## src/rtl/kgp_final_sum_if.sv

```systemverilog
// kgp_final_sum_if: input and output valid/ready channels of the KGP final-sum stage.
interface kgp_final_sum_if;
   logic         in_valid;
   logic         in_ready;
   logic [63:0]  in_a;
   logic [63:0]  in_b;
   logic [127:0] in_carry;
   logic         out_valid;
   logic         out_ready;
   logic [63:0]  out_sum;
   logic         out_cout;
   logic         out_err;
   modport master (output in_valid, in_a, in_b, in_carry, out_ready,
                   input in_ready, out_valid, out_sum, out_cout, out_err);
   modport slave (input in_valid, in_a, in_b, in_carry, out_ready,
                  output in_ready, out_valid, out_sum, out_cout, out_err);
endinterface

```

## src/rtl/kgp_final_sum.sv

```systemverilog
// kgp_final_sum: registered sum from a resolved KGP carry vector, with a 2-entry output FIFO.
module kgp_final_sum (
   input  logic             clk,
   input  logic             rst_n,
   kgp_final_sum_if.slave   bus,
   output logic             err_sticky,
   output logic [15:0]      result_cnt
);
   logic         s1_valid;
   logic [63:0]  s1_a, s1_b, hi, lo, sum;
   logic [127:0] s1_c;
   logic [65:0]  mem [2];
   logic         rd_ptr, wr_ptr, err, push, pop, accept;
   logic [1:0]   count;
   for (genvar g = 0; g < 64; g++) begin : g_split
      assign hi[g] = s1_c[2*g+1];
      assign lo[g] = s1_c[2*g];
   end
   // Upper bit of each position is the carry out; it still drives the sum when unresolved.
   assign sum = s1_a ^ s1_b ^ {hi[62:0], 1'b0};
   assign err = |(hi ^ lo);
   assign pop = bus.out_valid && bus.out_ready;
   assign push = s1_valid && (count != 2'd2 || pop);
   assign accept = bus.in_valid && bus.in_ready;
   assign bus.in_ready = !s1_valid || push;
   assign bus.out_valid = count != 2'd0;
   assign {bus.out_err, bus.out_cout, bus.out_sum} = mem[rd_ptr];
   always_ff @(posedge clk or negedge rst_n) begin
      if (!rst_n) begin
         s1_valid <= 1'b0;
         s1_a <= '0;
         s1_b <= '0;
         s1_c <= '0;
         mem[0] <= '0;
         mem[1] <= '0;
         rd_ptr <= 1'b0;
         wr_ptr <= 1'b0;
         count <= '0;
         err_sticky <= 1'b0;
         result_cnt <= '0;
      end else begin
         if (accept) begin
            s1_a <= bus.in_a;
            s1_b <= bus.in_b;
            s1_c <= bus.in_carry;
         end
         s1_valid <= accept || (s1_valid && !push);
         if (push) begin
            mem[wr_ptr] <= {err, hi[63], sum};
            wr_ptr <= !wr_ptr;
         end
         if (pop) rd_ptr <= !rd_ptr;
         count <= count + 2'(push) - 2'(pop);
         err_sticky <= err_sticky | (push & err);
         result_cnt <= result_cnt + 16'(pop);
      end
   end
endmodule

```

## src/flat_wrapper.sv

```systemverilog
// flat-port wrapper written by rule: the top's interface ports become plain ports
module kgp_final_sum_flat 
  (clk, rst_n, err_sticky, result_cnt, bus_in_valid, bus_in_a, bus_in_b, bus_in_carry, bus_out_ready, bus_in_ready, bus_out_valid, bus_out_sum, bus_out_cout, bus_out_err);
  kgp_final_sum_if bus_i ();
  input  logic clk;
  input  logic rst_n;
  output logic err_sticky;
  output logic [15:0] result_cnt;
  input wire logic [$bits(bus_i.in_valid)-1:0] bus_in_valid;
  input wire logic [$bits(bus_i.in_a)-1:0] bus_in_a;
  input wire logic [$bits(bus_i.in_b)-1:0] bus_in_b;
  input wire logic [$bits(bus_i.in_carry)-1:0] bus_in_carry;
  input wire logic [$bits(bus_i.out_ready)-1:0] bus_out_ready;
  output wire logic [$bits(bus_i.in_ready)-1:0] bus_in_ready;
  output wire logic [$bits(bus_i.out_valid)-1:0] bus_out_valid;
  output wire logic [$bits(bus_i.out_sum)-1:0] bus_out_sum;
  output wire logic [$bits(bus_i.out_cout)-1:0] bus_out_cout;
  output wire logic [$bits(bus_i.out_err)-1:0] bus_out_err;
  assign bus_i.in_valid = bus_in_valid;
  assign bus_i.in_a = bus_in_a;
  assign bus_i.in_b = bus_in_b;
  assign bus_i.in_carry = bus_in_carry;
  assign bus_i.out_ready = bus_out_ready;
  assign bus_in_ready = bus_i.in_ready;
  assign bus_out_valid = bus_i.out_valid;
  assign bus_out_sum = bus_i.out_sum;
  assign bus_out_cout = bus_i.out_cout;
  assign bus_out_err = bus_i.out_err;
  kgp_final_sum u_core (.clk(clk), .rst_n(rst_n), .bus(bus_i), .err_sticky(err_sticky), .result_cnt(result_cnt));
endmodule
```

## config.mk

```make
export PLATFORM = sky130hd
export DESIGN_NAME = kgp_final_sum_flat
export DESIGN_NICKNAME = d
export VERILOG_FILES = /design/src/rtl/kgp_final_sum_if.sv /design/src/rtl/kgp_final_sum.sv /design/src/flat_wrapper.sv
export SDC_FILE = /design/constraint.sdc
export NUM_CORES = 1
export LEC_CHECK = 0
export CAP_MARGIN = 15
export CORE_UTILIZATION = 56
export CTS_CLUSTER_SIZE = 28
export DETAILED_ROUTE_END_ITERATION = 10
export PLACE_DENSITY = 0.89
export SLEW_MARGIN = 30
export SYNTH_ARGS = -nofsm -noshare
export SYNTH_HDL_FRONTEND = slang
export SYNTH_SLANG_ARGS = --single-unit
```

## constraint.sdc

```tcl
create_clock -name clk -period 3.7 [get_ports clk]
set_clock_uncertainty 0.2 [all_clocks]
set_input_delay 0.74 -clock clk [delete_from_list [all_inputs] [get_ports clk]]
set_output_delay 0.74 -clock clk [all_outputs]
set_load 0.05 [all_outputs]
```

==> results.sh, run 1 <==
export IMPL_whs_ns=0.0109
export IMPL_hpwlAfterDp_um=30100
export IMPL_hold_viol=0
export IMPL_ios=345
export IMPL_worst_pin_slew_ns=0.713
export IMPL_drt_iter0_markers=443
export IMPL_tns_ns=0
export IMPL_cts_made_buffers=43
export IMPL_grt_overflow=0
export IMPL_rsz0062_at_grt="false"
export IMPL_power_density_nw_per_um2=822
export IMPL_detail_route_wl_per_cell_um=21.4
export IMPL_start_util=0.570
export IMPL_fill_cells=1993
export IMPL_cts_setup_buffers=0
export IMPL_syn_inst=1182
export IMPL_synthFlopType="dfrtp_1"
export IMPL_synth_edf_count=0
export IMPL_layout_min_cycle_time_ns=3.62
export IMPL_worstReg2RegStart="u_core.s1_c[93]$_DFFE_PN0P_"
export IMPL_drive_gt1_frac=0.349
export IMPL_status="finished, final reports clean"
export IMPL_final_cell_mix="mux2_2 (452), dfrtp_1 (409), clkdlybuf4s50_1 (343)"
export IMPL_placed_area_sq_um=21900
export IMPL_syn_to_final_growth_pct=29.4
export IMPL_yosys_warnings=0
export IMPL_hp_class="in2async"
export IMPL_synth_cell_types=28
export IMPL_drc=0
export IMPL_drt_pass1_iterations=4
export IMPL_path_class="reg2out"
export IMPL_fin_area_sq_um=23300
export IMPL_avgViaCountPerCell=5.42
export IMPL_vdd_drop_max_uv=660
export IMPL_final_common_cell="mux2_2"
export IMPL_crit_start="u_core.rd_ptr$_DFFE_PN0P_"
export IMPL_final_util=0.738
export IMPL_grt_pass1_vias=12000
export IMPL_cts_max_level=2
export IMPL_postCtsHoldBufs=0
export IMPL_worstSetupEndpointType="output pin"
export IMPL_p_leak_nw=9.40
export IMPL_cts_resized=0
export IMPL_gp_congestion=0.812
export IMPL_timing_final_crit_share=0.979
export IMPL_fmax_ghz=0.276
export IMPL_grt_first_pass_wirelength_um=66700
export IMPL_ant_nets=0
export IMPL_cts_root_buf="clkbuf_16"
export IMPL_rows=65
export IMPL_worstSkewPairLatency_ns=0.54
export IMPL_die_w_um=181
export IMPL_avgSynthCellArea_sq_um=15.3
export IMPL_cp_start_kind="flop"
export IMPL_path_clk_slew_ns=0.06
export IMPL_path_max_fanout=27
export IMPL_maxCapViolCount=0
export IMPL_max_slew_margin=0.524
export IMPL_clock_sink_count=410
export IMPL_postLayoutSetupSlackWorst_ns=0.0786
export IMPL_async_flop_share=1.00
export IMPL_synth_seq_cells=410
export IMPL_slew_viol_final=0
export IMPL_routed_via_count=10800
export IMPL_arrival_ns=2.68
export IMPL_pre_cts_ws_ns=0.466
export IMPL_core_area_sq_um=31600
export IMPL_cts_tree="built"
export IMPL_fp_dieH_um=181
export IMPL_syn_area_sq_um=18000
export IMPL_setup_viol_count_final=0
export IMPL_die_area_sq_um=32900
export IMPL_port_buffers=344
export IMPL_synth_nets=1446
export IMPL_ys_seq_area_frac=0.569
export IMPL_crit_required_ns=2.76
export IMPL_final_nets=1807
export IMPL_grt_max_degree=90
export IMPL_antenna_found_initial=10
export IMPL_cts_buffer_depth=3
export IMPL_routed_wl_um=42400
export IMPL_track_usage=0.264
==> synth_stat cells, types with 3 or more instances <==
cell / count / area [sq um]
nand3_1: 7 / 35.0
xor2_1: 5 / 43.8
xnor2_1: 204 / 1790
nand2_1: 7 / 26.3
and3_1: 3 / 18.8
ha_1: 4 / 50.1
buf_2: 11 / 55.1
nor4_1: 4 / 25.0
buf_6: 28 / 315
buf_1: 3 / 11.3
clkbuf_8: 6 / 82.6
dfrtp_1: 410 / 10300
mux2_2: 452 / 5090
nand4_1: 20 / 125
nor2_1: 4 / 15.0
==> state kept, by name, indices dropped and copies added (netlist names) <==
| name | cells |
|---|---|
| u_core.mem | 132 |
| u_core.wr_ptr | 1 |
| u_core.s1_b | 64 |
| u_core.rd_ptr | 1 |
| u_core.result_cnt | 16 |
| u_core.s1_a | 64 |
| u_core.s1_c | 128 |
| u_core.count | 2 |
| u_core.err_sticky | 1 |
| u_core.s1_valid | 1 |
==> layer usage <==
layer | wire (um) | global-route usage | up-vias
met5 | 35 | 0 | -
met4 | 1510 | 0.107 | 6
met3 | 2950 | 0.0768 | 94
met2 | 20900 | 0.441 | 307
met1 | 17000 | 0.323 | 5491
li1 | - | - | 4852
==> logic make-up (layout without fill, tap and decap cells) <==
group / Yosys count / after routing / synth area share
multiplexers: 452 / 452 / 0.282
AO/OA/AOI/OAI: 3 / 3 / 0.000971
other: 0 / 7 / 0
flip-flops: 410 / 410 / 0.569
AND/OR/NAND/NOR: 53 / 53 / 0.0171
XOR/XNOR: 209 / 209 / 0.102
buffers and inverters: 51 / 443 / 0.0264
adder cells (fa/ha/maj): 4 / 4 / 0.00278
==> worst max-delay path, cell delays in order (launching register included) <==
cell and delay [ns]:
dfrtp_4 0.74, buf_12 0.26, mux2_2 0.37, clkdlybuf4s50_1 0.75
==> metrics by stage <==
step	std cells	total power [mW]
detailed placement	1900	14.8
finish	1983	19.2
floorplan	1182	12.3
global route	1982	20.0
global placement	1900	14.5
CTS	1976	19.3
==> layout make-up <==
class / count / area [sq um] / share of cell area
Clock inverter: 10 / 140 / 0.00600
Antenna cell: 7 / 17.5 / 0.000750
Sequential cell: 410 / 10300 / 0.440
Timing Repair Buffer: 365 / 3770 / 0.161
Tap cell: 402 / 503 / 0.0215
Multi-Input combinational cell: 721 / 7320 / 0.313
Inverter: 2 / 7.51 / 0.000322
Clock buffer: 66 / 1320 / 0.0567
==> power breakdown <==
group          internal [mW]  leakage [nW]  switching [mW]
Sequential              5.82          4.81           0.958
Combinational           3.78          3.87            4.22
Clock                   2.67         0.726            1.73
Total                   12.3          9.40            6.91
==> worst paths after layout <==
check / to / slack, ns / depth (start not counted)
max in group asynchronous: u_core.s1_b[52]$_DFFE_PN0P_ / 2.33 / 2
worst min register to register: u_core.err_sticky$_DFF_PN0_ / 0.26 / 1
worst min-delay path: u_core.result_cnt[15]$_DFF_PN0_ / 0.01 / 1
worst max-delay path: bus_out_sum[57] / 0.08 / 3
worst max register to register: u_core.mem[131]$_DFFE_PN0P_ / 1.16 / 5
min in group clk: u_core.err_sticky$_DFF_PN0_ / 0.26 / 1
Note: power is estimated with default switching activity, not from simulation.
==> inputs of run 2 (changes only) <==
--- a/config.mk
+++ b/config.mk
@@ -5,11 +5,10 @@
 export SDC_FILE = /design/constraint.sdc
 export NUM_CORES = 1
 export LEC_CHECK = 0
-export CAP_MARGIN = 15
-export CORE_UTILIZATION = 56
+export CORE_UTILIZATION = 51
 export CTS_CLUSTER_SIZE = 28
 export DETAILED_ROUTE_END_ITERATION = 10
-export PLACE_DENSITY = 0.89
+export PLACE_DENSITY = 0.83
 export SLEW_MARGIN = 30
 export SYNTH_ARGS = -nofsm -noshare
 export SYNTH_HDL_FRONTEND = slang
==> constraint.sdc (replaced) <==
create_clock -name clk -period 4.1 [get_ports clk]
set_clock_uncertainty 0.2 [all_clocks]
set_input_delay 0.82 -clock clk [delete_from_list [all_inputs] [get_ports clk]]
set_output_delay 0.82 -clock clk [all_outputs]
set_load 0.05 [all_outputs]
==> run 2 against run 1 <==
Flip-flop and latch count unchanged. Design area barely moved. Sequential share of layout area hardly changed. Setup slack gained 0.43 ns. Routed wire length down 2.9%. Global-route usage down 3.4 points. Hold slack improved by 0.052 ns. Final cell count up 2.3%. Non-clock buffer count decreased by 4. Critical path type unchanged.
==> results.sh, run 2 (same netlist as run 1, synthesis figures left out) <==
export IMPL_setup_viol_count_final=0
export IMPL_fin_cells=2028
export IMPL_power_frac_comb=0.414
export IMPL_cts_made_buffers=44
export IMPL_antenna_found_initial=6
export IMPL_routed_via_count=10600
export IMPL_critPathSlowestCell="clkdlybuf4s50_1"
export IMPL_final_common_cell="mux2_2"
export IMPL_tns_ns=0
export IMPL_cpPeakStageDelay_ns=0.72
export IMPL_detail_route_wl_per_cell_um=20.3
export IMPL_timing_final_crit_share=0.877
export IMPL_drt_iter0_markers=355
export IMPL_vdd_drop_max_uv=663
export IMPL_grt_first_pass_wirelength_um=63300
export IMPL_fmax_ghz=0.278
export IMPL_postCtsHoldBufs=0
export IMPL_final_cell_mix="mux2_2 (452), dfrtp_1 (409), clkdlybuf4s50_1 (343)"
export IMPL_maxCapViolCount=0
export IMPL_p_leak_nw=9.38
export IMPL_grt_pass1_vias=11500
export IMPL_grt_max_degree=93
export IMPL_path_max_fanout=17
export IMPL_grt_overflow=0
export IMPL_cts_tree="built"
export IMPL_drc=0
export IMPL_worstReg2RegStart="u_core.count[1]$_DFF_PN0_"
export IMPL_cp_start_kind="flop"
export IMPL_layout_min_cycle_time_ns=3.60
export IMPL_rsz0062_at_grt="false"
export IMPL_routed_wl_um=41200
export IMPL_fp_dieH_um=190
export IMPL_max_slew_margin=0.547
export IMPL_clock_sink_count=410
export IMPL_cts_max_level=2
export IMPL_die_w_um=190
export IMPL_crit_start="u_core.rd_ptr$_DFFE_PN0P_"
export IMPL_arrival_ns=2.58
export IMPL_hp_class="in2async"
export IMPL_power_density_nw_per_um2=744
export IMPL_core_area_sq_um=34600
export IMPL_place_inst=1949
export IMPL_worstSkewPairLatency_ns=0.53
export IMPL_path_class="reg2out"
export IMPL_top_regs="u_core.mem (132), u_core.s1_c (128)"
export IMPL_path_clk_slew_ns=0.06
export IMPL_worstPathCellList="buf_4, mux2_2, clkdlybuf4s50_1"
export IMPL_worstSetupEndpointType="output pin"
export IMPL_syn_to_final_growth_pct=29.6
export IMPL_final_nets=1804
export IMPL_slew_viol_final=0
export IMPL_ant_nets=0
export IMPL_drt_pass1_iterations=4
export IMPL_cts_root_buf="clkbuf_16"
export IMPL_top_register="u_core.mem"
export IMPL_crit_required_ns=3.08
export IMPL_die_area_sq_um=36100
export IMPL_clkPwrFrac=0.237
export IMPL_ios=345
export IMPL_drive_gt1_frac=0.347
export IMPL_status="finished, final reports clean"
export IMPL_rows=68
export IMPL_avgViaCountPerCell=5.21
export IMPL_seq_power_share=0.348
export IMPL_largest_reg_flops=132
export IMPL_hold_viol=0
export IMPL_start_util=0.521
export IMPL_cts_buffer_depth=3
export IMPL_worst_pin_slew_ns=0.680
export IMPL_gp_congestion=0.799
export IMPL_port_buffers=344
export IMPL_cts_resized=0
export IMPL_p_sw_frac=0.355
export IMPL_switching_power_mw=6.16
export IMPL_internal_power_mw=11.2
export IMPL_cts_setup_buffers=0
export IMPL_track_usage=0.230
export IMPL_hpwlAfterDp_um=29800
[run 2: final timing paths]
| path | to | slack [ns] | cells past startpoint |
|---|---|---|---|
| max in group asynchronous | u_core.s1_c[20]$_DFFE_PN0P_ | 2.56 | 2 |
| max | bus_out_sum[38] | 0.50 | 3 |
| min | u_core.s1_b[52]$_DFFE_PN0P_ | 0.06 | 1 |
| min in group clk | u_core.result_cnt[15]$_DFF_PN0_ | 0.29 | 1 |
| max reg2reg | u_core.mem[104]$_DFFE_PN0P_ | 1.73 | 6 |
| min reg2reg | u_core.result_cnt[15]$_DFF_PN0_ | 0.29 | 1 |
[run 2: worst max-delay path, delay by kind of cell (launching register included)]
family / cells / cell delay [ns]
buf+inv: 2 / 1.06
flops: 1 / 0.60
mux: 1 / 0.37
[run 2: layout make-up]
cell class,count,area [sq um]
multi-input combinational,721,7320
fill,2464,11300
timing repair buffer,361,3680
clock buffer,62,1270
tap,455,569
sequential,410,10300
antenna,3,7.51
clock inverter,14,250
inverter,2,7.51
[run 2: through the flow]
| step | instance area [sq um] | hold WS (ns) | setup WS, ns | utilization | power, mW |
|---|---|---|---|---|---|
| after floorplan | 18000 | 0.244 | 1.46 | - | 11.1 |
| after global placement | 21800 | 0.259 | 0.733 | 0.631 | 13.1 |
| after detailed placement | 21800 | 0.282 | 0.706 | 0.631 | 13.4 |
| after CTS | 23400 | 0.0984 | 0.482 | 0.674 | 17.6 |
| after global routing | 23400 | 0.111 | 0.436 | 0.675 | 18.2 |
| final | 23400 | 0.0628 | 0.504 | 0.675 | 17.4 |
[run 2: routing by layer]
layer | vias up | GRT usage | wire, um
met1 | 5379 | 0.295 | 17000
met4 | 6 | 0.0713 | 1080
met3 | 71 | 0.0596 | 3010
met5 | - | 0 | 38
met2 | 272 | 0.380 | 20100
li1 | 4834 | - | -
[run 2: power by group through the flow]
| stage | clock network (mW) | logic, mW | registers, mW |
|---|---|---|---|
| 4_1_cts | 4.21 | 7.30 | 6.06 |
| 5_1_grt | 4.37 | 7.58 | 6.20 |
| 2_1_floorplan | 0 | 5.17 | 5.94 |
| 3_5_place_dp | 0 | 7.25 | 6.12 |
| 6_report | 4.12 | 7.20 | 6.05 |
| 3_3_place_gp | 0 | 7.12 | 6.03 |
